File: src/rtl/mc_pkg.sv
// ============================================================================
// mc_pkg : state, opcode and datapath-select encodings for the multi-cycle
//          MIPS controller.  Rev 1.0
// ============================================================================
`default_nettype none

package mc_pkg;

  typedef enum logic [3:0] {
    S_FETCH     = 4'd0,
    S_DECODE    = 4'd1,
    S_MEM_ADDR  = 4'd2,
    S_MEM_READ  = 4'd3,
    S_MEM_WB    = 4'd4,
    S_MEM_WRITE = 4'd5,
    S_R_EXEC    = 4'd6,
    S_R_WB      = 4'd7,
    S_I_EXEC    = 4'd8,
    S_I_WB      = 4'd9,
    S_BRANCH    = 4'd10,
    S_JUMP      = 4'd11
`ifdef MC_ILLEGAL_TRAP_EN
    ,
    S_TRAP      = 4'd12
`endif
  } state_e;

  localparam logic [5:0] OP_RTYPE = 6'b000000;
  localparam logic [5:0] OP_J     = 6'b000010;
  localparam logic [5:0] OP_BEQ   = 6'b000100;
  localparam logic [5:0] OP_BNE   = 6'b000101;
  localparam logic [5:0] OP_ADDI  = 6'b001000;
  localparam logic [5:0] OP_ANDI  = 6'b001100;
  localparam logic [5:0] OP_LW    = 6'b100011;
  localparam logic [5:0] OP_SW    = 6'b101011;

  localparam logic [1:0] ALU_ADD   = 2'b00;
  localparam logic [1:0] ALU_SUB   = 2'b01;
  localparam logic [1:0] ALU_FUNCT = 2'b10;
  localparam logic [1:0] ALU_AND   = 2'b11;

  localparam logic [1:0] SRCB_RT      = 2'b00;
  localparam logic [1:0] SRCB_FOUR    = 2'b01;
  localparam logic [1:0] SRCB_IMM     = 2'b10;
  localparam logic [1:0] SRCB_IMM_SL2 = 2'b11;

  localparam logic [1:0] PCSRC_ALU    = 2'b00;
  localparam logic [1:0] PCSRC_ALUOUT = 2'b01;
  localparam logic [1:0] PCSRC_JUMP   = 2'b10;

  typedef struct packed {
    logic       pc_write;
    logic       pc_write_cond;
    logic       bne;
    logic       ior_d;
    logic       mem_read;
    logic       mem_write;
    logic       ir_write;
    logic       mem_to_reg;
    logic       reg_dst;
    logic       reg_write;
    logic       alu_src_a;
    logic [1:0] alu_src_b;
    logic [1:0] alu_op;
    logic [1:0] pc_source;
    logic       illegal_op;
  } ctrl_t;

endpackage

`default_nettype wire

File: src/rtl/multicycle_controller_if.sv
// ============================================================================
// multicycle_controller_if : opcode/handshake inputs and datapath controls
//                            between the controller and the datapath. Rev 1.0
// ============================================================================
`default_nettype none

interface multicycle_controller_if;
  logic [5:0] opcode;
  logic       mem_ready;
  logic       pc_write;
  logic       pc_write_cond;
  logic       bne;
  logic       ior_d;
  logic       mem_read;
  logic       mem_write;
  logic       ir_write;
  logic       mem_to_reg;
  logic       reg_dst;
  logic       reg_write;
  logic       alu_src_a;
  logic [1:0] alu_src_b;
  logic [1:0] alu_op;
  logic [1:0] pc_source;
  logic       illegal_op;

  modport master (
    input  opcode, mem_ready,
    output pc_write, pc_write_cond, bne, ior_d, mem_read, mem_write, ir_write,
           mem_to_reg, reg_dst, reg_write, alu_src_a, alu_src_b, alu_op,
           pc_source, illegal_op
  );

  modport slave (
    output opcode, mem_ready,
    input  pc_write, pc_write_cond, bne, ior_d, mem_read, mem_write, ir_write,
           mem_to_reg, reg_dst, reg_write, alu_src_a, alu_src_b, alu_op,
           pc_source, illegal_op
  );
endinterface

`default_nettype wire

File: src/rtl/mc_output_decode.sv
// ============================================================================
// mc_output_decode : combinational map from controller state (plus opcode and
//                    mem_ready for the few Mealy terms) to datapath controls.
//                    Rev 1.0
// ============================================================================
`default_nettype none

module mc_output_decode
  import mc_pkg::*;
(
  input  state_e     state,
  input  logic [5:0] opcode,
  input  logic       mem_ready,
  output ctrl_t      ctrl
);

  always_comb begin
    ctrl = '0;
    case (state)
      S_FETCH: begin
        ctrl.mem_read  = 1'b1;
        ctrl.alu_src_b = SRCB_FOUR;
        ctrl.alu_op    = ALU_ADD;
        ctrl.pc_source = PCSRC_ALU;
        // IR load and PC+4 only commit once memory returns the word
        ctrl.ir_write  = mem_ready;
        ctrl.pc_write  = mem_ready;
      end
      S_DECODE: begin
        ctrl.alu_src_b = SRCB_IMM_SL2;
        ctrl.alu_op    = ALU_ADD;
      end
      S_MEM_ADDR: begin
        ctrl.alu_src_a = 1'b1;
        ctrl.alu_src_b = SRCB_IMM;
        ctrl.alu_op    = ALU_ADD;
      end
      S_MEM_READ: begin
        ctrl.mem_read = 1'b1;
        ctrl.ior_d    = 1'b1;
      end
      S_MEM_WB: begin
        ctrl.mem_to_reg = 1'b1;
        ctrl.reg_write  = 1'b1;
      end
      S_MEM_WRITE: begin
        ctrl.mem_write = 1'b1;
        ctrl.ior_d     = 1'b1;
      end
      S_R_EXEC: begin
        ctrl.alu_src_a = 1'b1;
        ctrl.alu_src_b = SRCB_RT;
        ctrl.alu_op    = ALU_FUNCT;
      end
      S_R_WB: begin
        ctrl.reg_dst   = 1'b1;
        ctrl.reg_write = 1'b1;
      end
      S_I_EXEC: begin
        ctrl.alu_src_a = 1'b1;
        ctrl.alu_src_b = SRCB_IMM;
        ctrl.alu_op    = (opcode == OP_ANDI) ? ALU_AND : ALU_ADD;
      end
      S_I_WB: begin
        ctrl.reg_write = 1'b1;
      end
      S_BRANCH: begin
        ctrl.alu_src_a     = 1'b1;
        ctrl.alu_src_b     = SRCB_RT;
        ctrl.alu_op        = ALU_SUB;
        ctrl.pc_write_cond = 1'b1;
        ctrl.pc_source     = PCSRC_ALUOUT;
        ctrl.bne           = (opcode == OP_BNE);
      end
      S_JUMP: begin
        ctrl.pc_write  = 1'b1;
        ctrl.pc_source = PCSRC_JUMP;
      end
`ifdef MC_ILLEGAL_TRAP_EN
      S_TRAP: begin
        ctrl.illegal_op = 1'b1;
      end
`endif
      default: ;
    endcase
  end

endmodule

`default_nettype wire

File: src/rtl/multicycle_controller.sv
// ============================================================================
// multicycle_controller : state register and next-state logic sequencing the
//                         shared multi-cycle MIPS datapath.
//                         Optional macro: MC_ILLEGAL_TRAP_EN (sticky trap on
//                         undefined opcodes).  Rev 1.0
// ============================================================================
`default_nettype none

module multicycle_controller
  import mc_pkg::*;
(
  input  logic                            clk,
  input  logic                            rst_n,
  multicycle_controller_if.master         bus
);

  state_e state_q, state_d;
  ctrl_t  ctrl;
  ctrl_t  ctrl_gated;

  always_ff @(posedge clk or negedge rst_n) begin
    if (!rst_n) state_q <= S_FETCH;
    else        state_q <= state_d;
  end

  always_comb begin
    state_d = state_q;
    case (state_q)
      S_FETCH:     state_d = bus.mem_ready ? S_DECODE : S_FETCH;
      S_DECODE: begin
        case (bus.opcode)
          OP_LW, OP_SW:     state_d = S_MEM_ADDR;
          OP_RTYPE:         state_d = S_R_EXEC;
          OP_ADDI, OP_ANDI: state_d = S_I_EXEC;
          OP_BEQ, OP_BNE:   state_d = S_BRANCH;
          OP_J:             state_d = S_JUMP;
`ifdef MC_ILLEGAL_TRAP_EN
          default:          state_d = S_TRAP;
`else
          default:          state_d = S_FETCH;
`endif
        endcase
      end
      S_MEM_ADDR:  state_d = (bus.opcode == OP_LW) ? S_MEM_READ : S_MEM_WRITE;
      S_MEM_READ:  state_d = bus.mem_ready ? S_MEM_WB : S_MEM_READ;
      S_MEM_WB:    state_d = S_FETCH;
      S_MEM_WRITE: state_d = bus.mem_ready ? S_FETCH : S_MEM_WRITE;
      S_R_EXEC:    state_d = S_R_WB;
      S_R_WB:      state_d = S_FETCH;
      S_I_EXEC:    state_d = S_I_WB;
      S_I_WB:      state_d = S_FETCH;
      S_BRANCH:    state_d = S_FETCH;
      S_JUMP:      state_d = S_FETCH;
`ifdef MC_ILLEGAL_TRAP_EN
      S_TRAP:      state_d = S_TRAP;
`endif
      default:     state_d = S_FETCH;
    endcase
  end

  mc_output_decode u_output_decode (
    .state     (state_q),
    .opcode    (bus.opcode),
    .mem_ready (bus.mem_ready),
    .ctrl      (ctrl)
  );

  // Reset must also kill the Moore FETCH outputs, not just park the state
  assign ctrl_gated = rst_n ? ctrl : '0;

  assign bus.pc_write      = ctrl_gated.pc_write;
  assign bus.pc_write_cond = ctrl_gated.pc_write_cond;
  assign bus.bne           = ctrl_gated.bne;
  assign bus.ior_d         = ctrl_gated.ior_d;
  assign bus.mem_read      = ctrl_gated.mem_read;
  assign bus.mem_write     = ctrl_gated.mem_write;
  assign bus.ir_write      = ctrl_gated.ir_write;
  assign bus.mem_to_reg    = ctrl_gated.mem_to_reg;
  assign bus.reg_dst       = ctrl_gated.reg_dst;
  assign bus.reg_write     = ctrl_gated.reg_write;
  assign bus.alu_src_a     = ctrl_gated.alu_src_a;
  assign bus.alu_src_b     = ctrl_gated.alu_src_b;
  assign bus.alu_op        = ctrl_gated.alu_op;
  assign bus.pc_source     = ctrl_gated.pc_source;
  assign bus.illegal_op    = ctrl_gated.illegal_op;

endmodule

`default_nettype wire

File: src/flat_wrapper.sv
// flat-port wrapper written by rule: the top's interface ports become plain ports
module multicycle_controller_flat import mc_pkg::*;
  (clk, rst_n, bus_opcode, bus_mem_ready, bus_pc_write, bus_pc_write_cond, bus_bne, bus_ior_d, bus_mem_read, bus_mem_write, bus_ir_write, bus_mem_to_reg, bus_reg_dst, bus_reg_write, bus_alu_src_a, bus_alu_src_b, bus_alu_op, bus_pc_source, bus_illegal_op);
  multicycle_controller_if bus_i ();
  input  logic clk;
  input  logic rst_n;
  input wire logic [$bits(bus_i.opcode)-1:0] bus_opcode;
  input wire logic [$bits(bus_i.mem_ready)-1:0] bus_mem_ready;
  output wire logic [$bits(bus_i.pc_write)-1:0] bus_pc_write;
  output wire logic [$bits(bus_i.pc_write_cond)-1:0] bus_pc_write_cond;
  output wire logic [$bits(bus_i.bne)-1:0] bus_bne;
  output wire logic [$bits(bus_i.ior_d)-1:0] bus_ior_d;
  output wire logic [$bits(bus_i.mem_read)-1:0] bus_mem_read;
  output wire logic [$bits(bus_i.mem_write)-1:0] bus_mem_write;
  output wire logic [$bits(bus_i.ir_write)-1:0] bus_ir_write;
  output wire logic [$bits(bus_i.mem_to_reg)-1:0] bus_mem_to_reg;
  output wire logic [$bits(bus_i.reg_dst)-1:0] bus_reg_dst;
  output wire logic [$bits(bus_i.reg_write)-1:0] bus_reg_write;
  output wire logic [$bits(bus_i.alu_src_a)-1:0] bus_alu_src_a;
  output wire logic [$bits(bus_i.alu_src_b)-1:0] bus_alu_src_b;
  output wire logic [$bits(bus_i.alu_op)-1:0] bus_alu_op;
  output wire logic [$bits(bus_i.pc_source)-1:0] bus_pc_source;
  output wire logic [$bits(bus_i.illegal_op)-1:0] bus_illegal_op;
  assign bus_i.opcode = bus_opcode;
  assign bus_i.mem_ready = bus_mem_ready;
  assign bus_pc_write = bus_i.pc_write;
  assign bus_pc_write_cond = bus_i.pc_write_cond;
  assign bus_bne = bus_i.bne;
  assign bus_ior_d = bus_i.ior_d;
  assign bus_mem_read = bus_i.mem_read;
  assign bus_mem_write = bus_i.mem_write;
  assign bus_ir_write = bus_i.ir_write;
  assign bus_mem_to_reg = bus_i.mem_to_reg;
  assign bus_reg_dst = bus_i.reg_dst;
  assign bus_reg_write = bus_i.reg_write;
  assign bus_alu_src_a = bus_i.alu_src_a;
  assign bus_alu_src_b = bus_i.alu_src_b;
  assign bus_alu_op = bus_i.alu_op;
  assign bus_pc_source = bus_i.pc_source;
  assign bus_illegal_op = bus_i.illegal_op;
  multicycle_controller u_core (.clk(clk), .rst_n(rst_n), .bus(bus_i));
endmodule
File: config.mk
export PLATFORM = sky130hd
export DESIGN_NAME = multicycle_controller_flat
export DESIGN_NICKNAME = d
export VERILOG_FILES = /design/src/rtl/mc_pkg.sv /design/src/rtl/multicycle_controller_if.sv /design/src/rtl/mc_output_decode.sv /design/src/rtl/multicycle_controller.sv /design/src/flat_wrapper.sv
export SDC_FILE = /design/constraint.sdc
export NUM_CORES = 1
export LEC_CHECK = 0
export ABC_CLOCK_PERIOD_IN_PS = 1800
export CAP_MARGIN = 0
export CORE_ASPECT_RATIO = 1.1
export CORE_MARGIN = 4
export CORE_UTILIZATION = 42
export CTS_BUF_LIST = sky130_fd_sc_hd__clkbuf_4 sky130_fd_sc_hd__clkbuf_8 sky130_fd_sc_hd__clkbuf_16
export DETAILED_ROUTE_END_ITERATION = 6
export GPL_TIMING_DRIVEN = 0
export PLACE_DENSITY = 0.79
export SLEW_MARGIN = 0
export SYNTH_ARGS = -nofsm -noshare
export SYNTH_HDL_FRONTEND = slang
export SYNTH_SLANG_ARGS = --single-unit
File: constraint.sdc
create_clock -name clk -period 1.8 [get_ports clk]
set_clock_uncertainty 0.05 [all_clocks]
set_input_delay 0.27 -clock clk [delete_from_list [all_inputs] [get_ports clk]]
set_output_delay 0.27 -clock clk [all_outputs]
set_load 0.01 [all_outputs]
==> summary.txt <==
Critical path
  – Crit-path max FO: 10
  – Worst path slowest cell: dfrtp_2
  – Worst endpoint required time: 1.48 ns
  – R2R Path Start: u_core.state_q[2]
  – CP startpoint kind: flip-flop
  – Crit-path cells: buf_6 > nor3_2 > nand4_1 > buf_4 > a211oi_2 > buf_2
  – Crit path kind: reg2out
  – CP endpoint kind: primary output
  – WP data arrival: 1.66 ns
  – Worst R2R Setup Slack: between 0.2 and 0.3 ns
  – Worst Path Buf+Inv: 3
  – Reg2Reg Capture Point: u_core.state_q[2]
  – Crit path largest cell delay: 0.41 ns
  – Kind of cell adding the most delay to the critical path: buffers and inverters
  – FF-to-FF path depth: 6

Yosys
  – Net Count, Synth: 101
  – FF+latch count, synth: 4
  – Synth Cell Area: 654 sq um
  – Number of synthesized flops with an enable pin: 0
  – FFs w/ async S/R, synth: 100%
  – Post-synth cell types: 37
  – Synth area leader: dfrtp_1
  – Ys Warns: 0
  – Count leader, synth: nor2_1
  – Post-synthesis cell count: 92
  – Avg Synthesized Cell Area: 7.11 sq um
  – Post-synth top flop: dfrtp_1
  – Area share of the largest cell type after synthesis: 15.3%
  – Seq/Total Area, Yosys: 15.3%
  – Commonest cells in the netlist: nor2_1, nand2_1
  – Top post-synthesis cells by area: dfrtp_1, nor2_1, nor3_2, nand2b_1, nor2b_1

Routing
  – DRC viols: 0
  – Post-route ant nets: 0
  – Vias per cell: 5.71
  – WL per Instance: 14.0 um
  – Initial DRC count: 18
  – Post-Route WL: 2080 um
  – Routed via count: 851
  – DRT Pass-1 Iters: 4

Finish
  – Synth-to-layout area growth: 60.4%
  – Largest Register: u_core.state_q
  – Layout cell share with drive strength beyond 1: around two fifths
  – Regs by FF count: u_core.state_q x4
  – # nets final: 144
  – Layout filler cell count: 111
  – Max reg flops: 4
  – Ant. Diodes: 0

Timing
  – Fmax: 506 MHz
  – Final Max Tran Viols: 0
  – Count of final hold-check violations: 0
  – Final min period: 1.98 ns
  – Setup tns final: -0.176 ns
  – Final worst slack: -0.176 ns
  – Setup Viol. Count Final: 1
  – RSZ-0062 raised after global routing: yes
  – Final worst-path cycle share: 110%

Die
  – Ports: 27
  – Core Rows: 14
  – Die width: 45.6 um
  – Die footprint: 2250 sq um
  – Core Box Area: between 1000 and 1500 sq um
  – Die extent in y: 49.4 um
  – Starting Density: 46.1%

Run status
  – Violated checks: negative setup slack
  – Status: complete, but fails checks

CTS
  – Clk_lat worst skew: 0.24 ns
  – H-tree Lvls: 1
  – Clock Path Buffers: 2
  – CTS Buf Count: 3
  – CTS clk-pin slew, worst paths: around 0.040 ns
  – CTS Root Cell: clkbuf_4
  – CTS tree: built
  – Clock sinks: 4

Global routing
  – Initial antenna violation count: 0
  – GRT Overall Usage: 19.3%
  – First-pass GRT wire length: 3290 um
  – Largest net degree at the start of global routing: 11
  – Overflow after GRT: 0
  – Number of global-route vias before repair: 778

Pwr
  – Max VDD drop: 457 uV
  – P_leak: 0.548 nW
  – Power Density: 696 nW/um^2
  – Clock network fraction of design power: 15.3%
  – Share of power burned in registers: 16.8%
  – P_int: between 400 and 500 uW
  – Comb power frac: 67.9%
  – Sw Ratio: 44.1%
  – Total power: roughly 730 uW
  – P_sw: approximately 320 uW

Placed design
  – I/O Buffers: 25
  – Gpl congestion: 0.878
  – Final HPWL DP: 1490 um

Flow run
  – Max_cap viols: 0

Hold path
  – Hold Path Class: in2async
cells by family (layout without fill, tap and decap cells):
family                 count (synthesis)  in the layout  share of synthesized area [%]
AO/OA/AOI/OAI                         19             19                           20.1
XOR/XNOR                               2              2                           2.68
buffers and inverters                 11             52                           11.3
flip-flops                             4              4                           15.3
multiplexers                           3              3                           4.78
other                                  1              1                          0.573
AND/OR/NAND/NOR                       52             52                           45.3
repair_timing:
action,CTS,global route
hold buffers,1,0
setup endpoints to repair,17,11
resized for setup,47,31
buffers inserted,5,7
pin swaps,6,7
hold endpoints to repair,4,0
cell type report:
type / instances / area (sq um) / area share [%]
repair buffers: 38 / 287 / 27.3
plain buffers: 8 / 86.3 / 8.22
multi-input cells: 77 / 522 / 49.7
well taps: 16 / 20.0 / 1.91
clock buffers: 3 / 22.5 / 2.15
flip-flops and latches: 4 / 101 / 9.65
inverters: 3 / 11.3 / 1.07
placed cells by master (no fill, tap or decap), types with 3 or more instances in the layout:
master	n
dlygate4sd2_1	8
nor2b_1	3
nand2_1	5
buf_6	5
nor3_2	3
a21oi_1	5
buf_4	14
and3_1	3
clkbuf_4	3
dfrtp_1	3
clkbuf_2	6
nand2b_1	4
nor2_1	12
nand4_1	3
nor3_1	5
buf_2	6
power groups by stage:
| stage | logic [mW] | clock network [mW] | registers (mW) |
|---|---|---|---|
| 2_1_floorplan | 0.259 | 0 | 0.126 |
| 4_1_cts | 0.435 | 0.112 | 0.130 |
| 3_3_place_gp | 0.400 | 0 | 0.129 |
| 6_report | 0.496 | 0.112 | 0.123 |
| 5_1_grt | 0.536 | 0.117 | 0.126 |
| 3_5_place_dp | 0.403 | 0 | 0.131 |
layer usage:
layer	GRT usage, %	wire (um)	vias up
met5	0	0	-
met4	10.2	31	0
met3	3.32	165	5
met2	32.8	1110	41
met1	21.6	772	396
li1	-	-	409
worst max path at each step:
stage | startpoint | to | slack [ns] | cells after the start
after floorplan | u_core.state_q[2] | bus_bne | 0.25 | 4
after global placement | rst_n | bus_bne | -0.66 | 5
after detailed placement | rst_n | bus_bne | -0.67 | 5
after CTS | u_core.state_q[1] | bus_alu_op[0] | -0.18 | 7
after global routing | u_core.state_q[1] | bus_alu_op[0] | -0.24 | 7
final | u_core.state_q[0] | bus_alu_op[0] | -0.18 | 6
per-stage QoR:
step	hold slack [ns]	area [sq um]	std cells	worst slack (ns)	utilization (%)
finish	0.528	1050	149	-0.176	74.0
global route	0.558	1050	149	-0.236	74.0
CTS	0.531	1000	142	-0.177	70.5
detailed placement	0.484	925	133	-0.667	65.2
global placement	0.481	925	133	-0.663	65.2
floorplan	-0.0756	654	92	0.249	-
(Power assumes the default switching activity.)
